**src/rtl/read_rdata_buffer.sv**
```systemverilog
// Read-data reorder buffer: collects up to DEPTH read requests, captures the slave beats, returns them in request order.
// Latency: first beat valid the cycle after the last rdata beat is captured; then 1 beat/cycle, plus 1 CLEAR cycle.
// Backpressure: master_rready low holds the return beat; req_ready is decoded from state only. Optional READ_BUF_TIMEOUT_EN.
module read_rdata_buffer #(
    parameter int DATA_W  = 32,
    parameter int MID_W   = 2,
    parameter int DEPTH   = 4,
    parameter int TIMEOUT = 8
) (
    input  logic              clk,
    input  logic              rst_in,
    input  logic              slave_req,
    input  logic              slave_cmd,
    input  logic [MID_W-1:0]  slave_id,
    output logic              req_ready,
    input  logic              slave_rvalid,
    input  logic [DATA_W-1:0] slave_rdata,
    output logic              master_rvalid,
    input  logic              master_rready,
    output logic [MID_W-1:0]  master_rid,
    output logic [DATA_W-1:0] master_rdata,
    output logic              busy,
    output logic              err
);

    localparam int AW = $clog2(DEPTH);
    localparam int CW = AW + 1;
    localparam logic [CW-1:0] FULL = CW'(DEPTH);
    localparam logic [CW-1:0] LAST = CW'(DEPTH - 1);

    if (DEPTH < 2 || DEPTH > 8 || (DEPTH & (DEPTH - 1)) != 0 || TIMEOUT < 1 || TIMEOUT > 255)
    begin : g_param_check
        $error("read_rdata_buffer: DEPTH must be a power of two in 2..8, TIMEOUT in 1..255");
    end

    typedef enum logic [2:0] {
        S_IDLE,
        S_COLLECT,
        S_FILL,
        S_DRAIN,
        S_CLEAR
    } state_t;

    state_t state, state_nxt;

    logic [CW-1:0]     count;
    logic [CW-1:0]     fill_ptr;
    logic [CW-1:0]     rd_ptr;
    logic [MID_W-1:0]  id_mem   [DEPTH];
    logic [DATA_W-1:0] data_mem [DEPTH];

    logic accept;
    logic fill_beat;
    logic xfer;
    logic timeout_hit;

    assign req_ready     = (state == S_IDLE) || ((state == S_COLLECT) && (count < FULL));
    assign accept        = slave_req && !slave_cmd && req_ready;
    assign fill_beat     = (state == S_FILL) && slave_rvalid;
    assign master_rvalid = (state == S_DRAIN);
    assign xfer          = master_rvalid && master_rready;
    assign master_rid    = master_rvalid ? id_mem[rd_ptr[AW-1:0]]   : '0;
    assign master_rdata  = master_rvalid ? data_mem[rd_ptr[AW-1:0]] : '0;
    assign busy          = (state != S_IDLE);

`ifdef READ_BUF_TIMEOUT_EN
    logic [7:0] idle_cnt;

    // An accepted request restarts the idle window, so it wins over a same-cycle expiry.
    always_ff @(posedge clk or posedge rst_in) begin
        if (rst_in) begin
            idle_cnt <= '0;
        end else if (accept || state == S_CLEAR) begin
            idle_cnt <= '0;
        end else if (state == S_COLLECT) begin
            idle_cnt <= idle_cnt + 8'd1;
        end
    end

    assign timeout_hit = (state == S_COLLECT) && !accept && (count != '0) &&
                         (idle_cnt == 8'(TIMEOUT - 1));
`else
    assign timeout_hit = 1'b0;
`endif

    always_ff @(posedge clk or posedge rst_in) begin
        if (rst_in) begin
            state <= S_IDLE;
        end else begin
            state <= state_nxt;
        end
    end

    always_comb begin
        state_nxt = state;
        case (state)
            S_IDLE:    if (accept) state_nxt = S_COLLECT;
            S_COLLECT: if ((accept && count == LAST) || timeout_hit) state_nxt = S_FILL;
            S_FILL:    if (fill_beat && (fill_ptr + 1'b1) == count) state_nxt = S_DRAIN;
            S_DRAIN:   if (xfer && (rd_ptr + 1'b1) == count) state_nxt = S_CLEAR;
            S_CLEAR:   state_nxt = S_IDLE;
            default:   state_nxt = S_IDLE;
        endcase
    end

    always_ff @(posedge clk or posedge rst_in) begin
        if (rst_in) begin
            count    <= '0;
            fill_ptr <= '0;
            rd_ptr   <= '0;
            err      <= 1'b0;
            for (int i = 0; i < DEPTH; i++) begin
                id_mem[i]   <= '0;
                data_mem[i] <= '0;
            end
        end else begin
            // Stray beats outside FILL are dropped but flagged until reset.
            if (slave_rvalid && state != S_FILL) begin
                err <= 1'b1;
            end
            if (accept) begin
                id_mem[count[AW-1:0]] <= slave_id;
                count                 <= count + 1'b1;
            end
            if (fill_beat) begin
                data_mem[fill_ptr[AW-1:0]] <= slave_rdata;
                fill_ptr                   <= fill_ptr + 1'b1;
            end
            if (xfer) begin
                rd_ptr <= rd_ptr + 1'b1;
            end
            if (state == S_CLEAR) begin
                count    <= '0;
                fill_ptr <= '0;
                rd_ptr   <= '0;
            end
        end
    end

endmodule

```
**config.mk**
```make
export PLATFORM = sky130hd
export DESIGN_NAME = read_rdata_buffer
export DESIGN_NICKNAME = d
export VERILOG_FILES = /design/src/rtl/read_rdata_buffer.sv
export SDC_FILE = /design/constraint.sdc
export NUM_CORES = 1
export LEC_CHECK = 0
export CAP_MARGIN = 5
export CORE_UTILIZATION = 56
export CTS_BUF_LIST = sky130_fd_sc_hd__clkbuf_16
export CTS_CLUSTER_SIZE = 12
export DETAILED_ROUTE_END_ITERATION = 16
export PLACE_DENSITY = 0.79
export REMOVE_ABC_BUFFERS = 1
export SETUP_SLACK_MARGIN = 0.02
export SYNTH_ARGS = -nofsm -noshare
export SYNTH_HDL_FRONTEND = slang
export SYNTH_SLANG_ARGS = --single-unit
```
**constraint.sdc**
```tcl
create_clock -name clk -period 5.5 [get_ports clk]
set_clock_uncertainty 0.05 [all_clocks]
set_input_delay 1.1 -clock clk [delete_from_list [all_inputs] [get_ports clk]]
set_output_delay 1.1 -clock clk [all_outputs]
set_load 0.01 [all_outputs]
```
==> results.json <==
{
  "final_cells": 720,
  "cp_max_fo": 25,
  "nets": 589,
  "relSlewSlack": 0.270,
  "drcViolationCount": 0,
  "routedWlPerCell_microns": 18.7,
  "endpoint_kind": "primary output",
  "crit_path_start_kind": "register",
  "grt_pass1_wl_microns": 22700,
  "dieArea_sq_um": 13000,
  "gp_congestion": 0.762,
  "worstReg2RegStart": "state[2]$_DFFE_PP0P_",
  "ys_seq_area_frac": 0.532,
  "cts_tree": "built",
  "drv_slew": 0,
  "postRouteAntennaNets": 0,
  "synth_area_sq_um": 7000,
  "dp_hpwl_microns": 8250,
  "r2r_setup_slack_ps": 3170,
  "r2r-end": "data_mem[126]$_DFFE_PP0P_",
  "final_common_cell": "dfrtp_1",
  "vias": 4085,
  "routed_via_density": 5.67,
  "clk_pin_slew_worst_paths_ps": 60,
  "layout_common_cells": "147 x dfrtp_1, 125 x mux2_2, 77 x clkdlybuf4s50_1, 35 x and2_1, 34 x mux4_2",
  "initial_core_util": 0.578,
  "post-cts-setup-buffers": 0,
  "numCtsBuffers": 17,
  "finalCritPeriodShare": 0.724,
  "die_h_microns": 114,
  "whs_path_depth": 1,
  "avgSynthCellArea_sq_um": 15.0,
  "insertion_delay_ps": 410,
  "maxCapViolCount": 0,
  "synth_cell_types": 40,
  "hold_buffers": 0,
  "num_rows": 40,
  "ff2ff_path_depth": 3,
  "crit_path_top_delay_cell": "dfrtp_2",
  "area_growth_syn_to_layout_pct": 19.8,
  "min_to": "err$_DFFE_PP0P_",
  "p_per_area_nw_per_um2": 319,
  "drtPass1Iterations": 4,
  "cts_buffer_depth": 2,
  "coreArea_sq_um": 12100,
  "hp-class": "register to register",
  "diodes": 0,
  "rsz0062_at_grt": "no",
  "io_buffers": 77,
  "crit_arrival_ps": 2830,
  "cts-root-buf": "clkbuf_16",
  "cts_num_sinks": 149,
  "status": "complete, no violations",
  "setup_tns_ps": 0,
  "fmax_ghz": 0.251,
  "drive_gt1_frac": 0.355,
  "hold_viol_final": 0,
  "tightest_slew_ps": 1100,
  "grt_util_all_layers": 0.233,
  "grt_pass1_vias": 4434,
  "ir_drop_uv": 226,
  "grt_max_degree": 126,
  "grt_overflow": 0,
  "cts_resized": 0,
  "power.leakage_nw": 4.07,
  "path_class": "register to primary output",
  "hold_start": "err$_DFFE_PP0P_",
  "ys.warnings.count": 0,
  "h-tree-depth": 4,
  "cpPeakStageDelay_ps": 630,
  "setup_viol": 0,
  "period_minus_slack_ps": 3980,
  "dp_cells": 688,
  "cp.required_ps": 4350,
  "wirelength_microns": 13400,
  "synthCells": 466,
  "antenna_found_initial": 0,
  "synth_seq_cells": 149,
  "chipWidth_microns": 114,
  "crit_chain": "buf_4 > mux4_2 > and2_1 > clkdlybuf4s50_1",
  "fill_cells": 846,
  "dr.first_iter.drc_count": 217,
  "io_pins": 78
}
==> per-stage QoR <==
step	worst slack (ps)	hold WS [ps]	util	total power, mW	instance area, sq um
6_report	1520	428	0.693	2.68	8390
5_1_grt	1360	449	0.693	2.81	8390
4_1_cts	1460	424	0.693	2.71	8390
3_5_place_dp	1910	401	0.653	1.74	7900
3_3_place_gp	1930	397	0.653	1.73	7900
2_1_floorplan	342	409	-	1.57	6880
==> synth_stat cells (all sizes together) <==
library cell | number | area, sq um
nor3b | 2 | 15.0
xor2 | 2 | 17.5
or3b | 1 | 8.76
a31o | 1 | 8.76
xnor3 | 2 | 45.0
nor2b | 3 | 18.8
nand3b | 2 | 15.0
a221oi | 1 | 8.76
and4 | 1 | 8.76
and2 | 35 | 219
mux4 | 34 | 766
nor2 | 3 | 11.3
a31oi | 1 | 6.26
buf | 17 | 90.1
a21oi | 6 | 30.0
and3b | 2 | 17.5
and3 | 2 | 12.5
or3 | 1 | 6.26
inv | 10 | 37.5
ha | 10 | 125
o21bai | 1 | 7.51
nand4 | 1 | 6.26
mux2i | 2 | 20.0
clkbuf | 9 | 33.8
and4bb | 1 | 12.5
a21o | 1 | 7.51
nand3 | 4 | 20.0
mux2 | 137 | 1540
a2bb2oi | 1 | 8.76
o22ai | 3 | 18.8
dfrtp | 149 | 3730
nand2 | 9 | 33.8
nand2b | 4 | 25.0
xnor2 | 2 | 17.5
a311oi | 2 | 17.5
a32oi | 1 | 8.76
a211oi | 3 | 27.5
==> cell families after synthesis <==
kind of cell,after synthesis,share of synthesized area
muxes,173,0.332
DFF,149,0.532
and+or+nand+nor,71,0.0615
buffers and inverters,36,0.0230
AOI/OAI and AO/OA,21,0.0214
adders and majority gates,10,0.0179
xor gates and xnor gates,6,0.0114
==> worst max-delay path by stage <==
stage,slack (ps),to,startpoint
finish,1520,master_rdata[25],rd_ptr[0]$_DFFE_PP0P_
global route,1360,master_rdata[25],rd_ptr[0]$_DFFE_PP0P_
CTS,1460,master_rdata[25],rd_ptr[0]$_DFFE_PP0P_
detailed placement,1910,master_rdata[25],rd_ptr[0]$_DFFE_PP0P_
global placement,1930,master_rdata[31],rd_ptr[0]$_DFFE_PP0P_
floorplan,340,count[0]$_DFFE_PP0P_,rst_in
==> per-layer routing <==
layer,track usage,share of wire,up-vias
li1,-,-,1853
met1,0.310,0.45,2133
met2,0.380,0.50,83
met3,0.0484,0.032,16
met4,0.0866,0.015,0
met5,0,0,-
==> power by group <==
group          switching [mW]  internal [mW]
registers               0.125           1.15
logic                   0.197          0.244
clock network           0.407          0.553
==> layout make-up <==
class / instances / area [sq um] / area share
Sequential cell: 149 / 3730 / 0.445
Multi-Input combinational cell: 281 / 3130 / 0.373
Timing Repair Buffer: 80 / 793 / 0.0945
Clock buffer: 17 / 425 / 0.0507
Tap cell: 168 / 210 / 0.0250
Clock inverter: 15 / 62.6 / 0.00745
Inverter: 10 / 42.5 / 0.00507
==> state kept, by name, indices dropped and copies added, names as in the netlist <==
register	count
state	3
data_mem	128
rd_ptr	3
id_mem	8
count	3
err	1
fill_ptr	3
==> worst max-delay path, delay by kind of cell, from the launching register on <==
kind                   cells  cell delay [ps]
flip-flops                 1              630
AND/OR/NAND/NOR            1              170
multiplexers               1              600
buffers and inverters      2             1000
Power figures use the tool's default switching activity.
